<file path="src/rtl/data_ram_arb.sv">
// Two-master arbiter for a single-port data RAM: round-robin with optional
// bounded lock ownership, combinational grants and registered read return.
module data_ram_arb #(
   parameter int LOCK_MAX = 16
) (
   input  logic        clk,
   input  logic        rst,
   input  logic        m0_req,
   input  logic        m1_req,
   input  logic        m0_lock,
   input  logic        m1_lock,
   input  logic        m0_we,
   input  logic        m1_we,
   input  logic [31:0] m0_addr,
   input  logic [31:0] m1_addr,
   input  logic [3:0]  m0_sel,
   input  logic [3:0]  m1_sel,
   input  logic [31:0] m0_wdata,
   input  logic [31:0] m1_wdata,
   output logic        m0_gnt,
   output logic        m1_gnt,
   output logic        m0_rvalid,
   output logic        m1_rvalid,
   output logic [31:0] m0_rdata,
   output logic [31:0] m1_rdata,
   output logic        ram_ce,
   output logic        ram_we,
   output logic [31:0] ram_addr,
   output logic [3:0]  ram_sel,
   output logic [31:0] ram_wdata,
   input  logic [31:0] ram_rdata
);

   localparam logic [7:0] LOCK_MAX_C = 8'(LOCK_MAX);

   typedef enum logic [1:0] {IDLE, OWN0, OWN1} state_t;

   state_t     state, state_nxt;
   logic [7:0] hold_cnt, hold_nxt;
   logic       last_gnt, last_nxt;
   logic       arb_gnt0, arb_gnt1;

   function automatic logic [7:0] sat_inc(input logic [7:0] v);
      if (v >= LOCK_MAX_C)
         return LOCK_MAX_C;
      return v + 8'd1;
   endfunction

   // Grant decision and FSM next state; ram_rdata never enters this cone.
   always_comb begin
      arb_gnt0  = 1'b0;
      arb_gnt1  = 1'b0;
      state_nxt = state;
      hold_nxt  = hold_cnt;
      last_nxt  = last_gnt;
      case (state)
         IDLE: begin
            if (m0_req && (!m1_req || last_gnt))
               arb_gnt0 = 1'b1;
            else if (m1_req)
               arb_gnt1 = 1'b1;
            if (arb_gnt0 && m0_lock) begin
               state_nxt = OWN0;
               hold_nxt  = 8'd1;
            end else if (arb_gnt1 && m1_lock) begin
               state_nxt = OWN1;
               hold_nxt  = 8'd1;
            end
         end
         OWN0: begin
            arb_gnt0 = m0_req;
            if (!m0_req || !m0_lock || sat_inc(hold_cnt) >= LOCK_MAX_C) begin
               state_nxt = IDLE;
               hold_nxt  = 8'd0;
            end else begin
               hold_nxt  = sat_inc(hold_cnt);
            end
         end
         OWN1: begin
            arb_gnt1 = m1_req;
            if (!m1_req || !m1_lock || sat_inc(hold_cnt) >= LOCK_MAX_C) begin
               state_nxt = IDLE;
               hold_nxt  = 8'd0;
            end else begin
               hold_nxt  = sat_inc(hold_cnt);
            end
         end
         default: begin
            state_nxt = IDLE;
            hold_nxt  = 8'd0;
         end
      endcase
      if (arb_gnt0)
         last_nxt = 1'b0;
      else if (arb_gnt1)
         last_nxt = 1'b1;
   end

   // External grants are suppressed while reset is held.
   assign m0_gnt = arb_gnt0 & ~rst;
   assign m1_gnt = arb_gnt1 & ~rst;

   always_comb begin
      ram_ce    = 1'b0;
      ram_we    = 1'b0;
      ram_addr  = 32'd0;
      ram_sel   = 4'd0;
      ram_wdata = 32'd0;
      if (m0_gnt) begin
         ram_ce    = 1'b1;
         ram_we    = m0_we;
         ram_addr  = m0_addr;
         ram_sel   = m0_sel;
         ram_wdata = m0_wdata;
      end else if (m1_gnt) begin
         ram_ce    = 1'b1;
         ram_we    = m1_we;
         ram_addr  = m1_addr;
         ram_sel   = m1_sel;
         ram_wdata = m1_wdata;
      end
   end

   always_ff @(posedge clk or posedge rst) begin
      if (rst) begin
         state     <= IDLE;
         hold_cnt  <= 8'd0;
         last_gnt  <= 1'b1;
         m0_rvalid <= 1'b0;
         m1_rvalid <= 1'b0;
         m0_rdata  <= 32'd0;
         m1_rdata  <= 32'd0;
      end else begin
         state     <= state_nxt;
         hold_cnt  <= hold_nxt;
         last_gnt  <= last_nxt;
         m0_rvalid <= arb_gnt0 & ~m0_we;
         m1_rvalid <= arb_gnt1 & ~m1_we;
         if (arb_gnt0 && !m0_we)
            m0_rdata <= ram_rdata;
         if (arb_gnt1 && !m1_we)
            m1_rdata <= ram_rdata;
      end
   end

endmodule
</file>
<file path="config.mk">
export PLATFORM = sky130hd
export DESIGN_NAME = data_ram_arb
export DESIGN_NICKNAME = d
export VERILOG_FILES = /design/src/rtl/data_ram_arb.sv
export SDC_FILE = /design/constraint.sdc
export NUM_CORES = 1
export LEC_CHECK = 0
export ABC_AREA = 1
export ABC_CLOCK_PERIOD_IN_PS = 3720
export BUFFER_PORTS_ARGS = -buffer_cell sky130_fd_sc_hd__clkbuf_2
export CORE_AREA = 2 2 121 123
export DETAILED_ROUTE_END_ITERATION = 12
export DIE_AREA = 0 0 123 125
export PLACE_DENSITY = 0.66
export REMOVE_ABC_BUFFERS = 1
export SLEW_MARGIN = 20
export SYNTH_ARGS = -nofsm -noshare
export SYNTH_HDL_FRONTEND = slang
export SYNTH_SLANG_ARGS = --single-unit
</file>
<file path="constraint.sdc">
create_clock -name clk -period 3.72 [get_ports clk]
set_input_delay 0.186 -clock clk [delete_from_list [all_inputs] [get_ports clk]]
set_output_delay 0.186 -clock clk [all_outputs]
set_load 0.1 [all_outputs]
</file>
# After elaboration in Yosys (flattened, before gate mapping)
# Cells that the tools add are included.
[totals] reg_bits=77 inputBits=176 output_inout_bits=138
[classes] n_mux=43 n_lt_le_gt_ge=3 add_sub_neg=1 bitwise_logic=7 n_eq_ne=5 reduce_logical=19
[ops] op="two-way mux 32 bit" count=4
[ops] op="two-way mux 8 bit" count=11
[ops] op=">= comparator 8 x 5 -> 1 bit, second input constant" count=3
[ops] op="case mux 8 bit (3 select lines)" count=1
[ops] op="two-way mux 1 bit" count=18
[ops] op="adder 8 x 1 -> 8 bit, second input constant" count=1
[ops] op="two-way mux 2 bit" count=4
[ops] op="two-way mux 4 bit" count=2
[ops] op="logical NOT 1 bit" count=6
[ops] op="case mux 2 bit (3 select lines)" count=1
[ops] op="logical AND 1 bit" count=5
[ops] op="logical OR 1 bit" count=5
[ops] op="AND 1 bit" count=4
[ops] op="!= test 2 bit, second input constant" count=2
[ops] op="case mux 1 bit (2 select lines)" count=2
[ops] op="!= test 3 bit, second input constant" count=1
[ops] op="inverter 1 bit" count=3
[ops] op="AND reduction 3 bit" count=1
[ops] op="== test 2 x 1 -> 1 bit, second input constant" count=1
[ops] op="== test 2 bit, second input constant" count=1
[ops] op="logical NOT 2 bit" count=1
[ops] op="nonzero test 2 bit" count=1

# Depth between registers and ports, before layout
[logic_depth] word_depth=12 depth_mapped=11

# Worst setup path before layout
# OpenSTA, ideal clock, no wires.
[synth_path] path_kind="in2out" startpoint="input rst" endpoint="output ram_we" path_slack_ns=-0.055 stages=3 arrival_ns=3.589 n_path_buf=0 cell_sequence="inv_1 -> nand2_2 -> o22ai_1"
[synth_via] elab_chain_cells=4
[synth_rtl] element="from (decl)" line="7" source="input logic rst,"
[synth_rtl] element="inverter 1 bit (*)" line="100, 101"
[synth_rtl] element="AND 1 bit" line="101" source="assign m1_gnt = arb_gnt1 & ~rst;"
[synth_rtl] element="two-way mux 1 bit" line="115" source="end else if (m1_gnt) begin"
[synth_rtl] element="two-way mux 1 bit (*)" line="109" source="if (m0_gnt) begin"
[synth_rtl] element="to (decl)" line="27" source="output logic ram_we,"
# Mark *: on every way between the ends. The rest lies on a longest branch, timed or not.

# Worst setup path in the final report
[layout_path] startpoint="register state[0]" endpoint="output ram_addr[27]"
[layout_via] elab_chain_cells=5
[layout_rtl] element="from (decl)" line="38" source="state_t state, state_nxt;"
[layout_rtl] element="from (signal assigned)" line="134" source="state <= state_nxt;"
[layout_rtl] element="== test 2 bit or logical NOT 2 bit (tied branches)" line="56" source="case (state)"
[layout_rtl] element="case mux 1 bit (2 select lines)" line="56"
[layout_rtl] element="AND 1 bit" line="101"
[layout_rtl] element="two-way mux 32 bit" line="115"
[layout_rtl] element="two-way mux 32 bit (*)" line="109"
[layout_rtl] element="to (decl)" line="28" source="output logic [31:0] ram_addr,"
# Marks and branches as above.

==> impl_metrics.toml <==
[synthesis]
syn-instance-count = 567
synth_top_area_share_pct = 46.1
synth_ff_type = "dfrtp_1"
async_reset_ff_share_pct = 100
synth_area_leaders = "dfrtp_1 46%, nand2_1 27%, inv_1 4.5%"
syn_area_per_cell_sq_um = 7.28
synth_area_sq_um = 4130
ys_seq_area_share_pct = 46.7
synth_area_leader_cell = "dfrtp_1"
synth_edf_count = 0
yosysWarnings = 0
ys_ff_latch = 77
ys_types = 25

[drt]
vias_per_cell = 4.33
ant_nets = 0
drc = 0
initialDrtViolationCount = 281
routed-via-count = 4581
dr.pass1.iters = 5
drt_wl_total_um = 15800
wl_per_cell_um = 15.0

[finish]
final_cell_mix = "313 x clkbuf_2, 295 x nand2_1, 76 x dfrtp_1"
antenna_cells = 0
final_common_cell = "clkbuf_2"
final_nets = 1047
fillers = 1491
area_delta_synth_final_pct = 46.7
drive_gt1_share_pct = 42.4

[timing]
setup_slack_ns = 0.793
slew_violations = 0
fmax_ghz = 0.342
hold_violations = 0
rsz0062_at_grt = "false"
tightest_slew_ns = 0.957
clock_skew_ns = 0.00547
period_share_pct = 78.7
min_period_ns = 2.93
slew_headroom_pct = 36.0
setup_violations = 0
worst_hold_slack_ns = 0.0878

[clock_tree]
clkSinkCount = 77
path_clk_slew_ns = 0.06
clk_latency_ns = 0.33
cts-root-buf = "clkbuf_16"
cts_buffers = 9
cts_tree = "built"
holdBufCountCts = 0
postCtsSetupBuffers = 0
ctsLongestPathBuffers = 2
htree_levels = 3
ctsResizeCount = 0

[worst_setup_path]
critPathMaxFanout = 47
required_ns = 3.53
cp_cell_sequence = "nor2_2 -> nand2_1 -> inv_2 -> nand2_2 -> inv_2 -> buf_4 -> nand2_1 -> nand2_1 -> clkbuf_2"
critPathMostFrequentCell = "nand2_1"
cpLargestDelayFamily = "buffers and inverters"
crit_path_top_delay_cell = "inv_2"
end_kind = "output pin"
critical-path-max-stage-delay_ns = 0.55
crit_arrival_ns = 2.74
crit_type = "reg -> out"
critPathBufInv = 4
worst_setup_path_start_kind = "flip-flop"

[run]
maxCapViolations = 0

[placed_design]
io_buffers = 313
pre_cts_ws_ns = 1.14
place_congestion = 0.789
hpwl_um = 12800

[grt]
grt_pass1_vias = 4270
antenna_found_initial = 0
gr-total-overflow = 0
grt_usage_pct = 20.1
grt_max_degree = 78
grt_pass1_wl_um = 23300

[die]
die_area_sq_um = 15400
fp.dieH_um = 125
placement_rows = 44
start_util_pct = 29.1
io_pins = 314
chipWidth_um = 123
coreArea_sq_um = 14200

[status]
outcome = "complete, no violations"

[worst_hold_path]
hp-class = "in -> reg"
[state kept, by name, indices dropped and copies added (netlist names)]
register,cells
m0_rvalid,1
m1_rvalid,1
m0_rdata,32
state,2
hold_cnt,8
last_gnt,1
m1_rdata,32
[through the flow]
step / cells / cell area [sq um] / util (%) / setup TNS (ns)
after floorplan: 539 / 3890 / - / -14.76
after global placement: 1042 / 5740 / 40.4 / 0
after detailed placement: 1042 / 5740 / 40.4 / 0
after CTS: 1057 / 6050 / 42.6 / 0
after global routing: 1057 / 6050 / 42.6 / 0
final: 1057 / 6050 / 42.6 / 0
[metal layers]
metal | vias to the layer above | part of all wire (%) | track usage, %
met5 | - | 0 | 0
met4 | 0 | 0.79 | 5.21
met3 | 9 | 11 | 6.16
met2 | 222 | 49 | 34.1
met1 | 2023 | 40 | 24.8
li1 | 2327 | - | -
[synthesized netlist by cell type, types with 2 or more instances]
cell / instances
a21oi_1: 3
buf_2: 10
buf_4: 3
buf_6: 11
buf_8: 2
clkbuf_1: 2
dfrtp_1: 76
ha_1: 2
inv_1: 50
inv_2: 6
nand2_1: 296
nand2_2: 3
nand3_1: 11
nand4_1: 3
nor2_1: 16
nor2_2: 2
o21ai_0: 17
o21ai_1: 29
o21ai_2: 19
[kinds of logic after synthesis]
group	share of synthesized area (%)
compound gates	10.1
fa+ha+maj	0.606
simple gates	31.4
buf+inv	10.9
xor+xnor	0.212
flops	46.7
[worst min-delay path: cells and delay by family]
kind	cells	cell delay, ns
AO/OA/AOI/OAI	1	0.06
buffers and inverters	2	0.13
[final timing paths]
kind,from,end,slack (ns),depth (start not counted)
setup / recovery,state[0]$_DFFE_PP0P_,ram_addr[27],0.79,9
hold / removal,ram_rdata[2],m0_rdata[2]$_DFFE_PP0P_,0.09,3
setup reg to reg,last_gnt$_DFFE_PP1P_,m0_rdata[10]$_DFFE_PP0P_,1.66,8
hold reg to reg,m1_rdata[0]$_DFFE_PP0P_,m1_rdata[0]$_DFFE_PP0P_,0.49,2
max in group asynchronous,rst,m1_rdata[8]$_DFFE_PP0P_,2.87,3
min in group asynchronous,rst,state[0]$_DFFE_PP0P_,0.22,3
[layout make-up]
type,instances,area [sq um],area share (%)
tap,184,230,3.80
timing repair buffer,319,1610,26.6
sequential,77,1930,31.9
multi-input combinational,405,1750,28.9
clock buffer,9,225,3.72
inverter,57,216,3.58
clock inverter,6,88.8,1.47
Power is not shown: default switching activity piles up to over one toggle a cycle in this logic, so the estimate is an artifact.
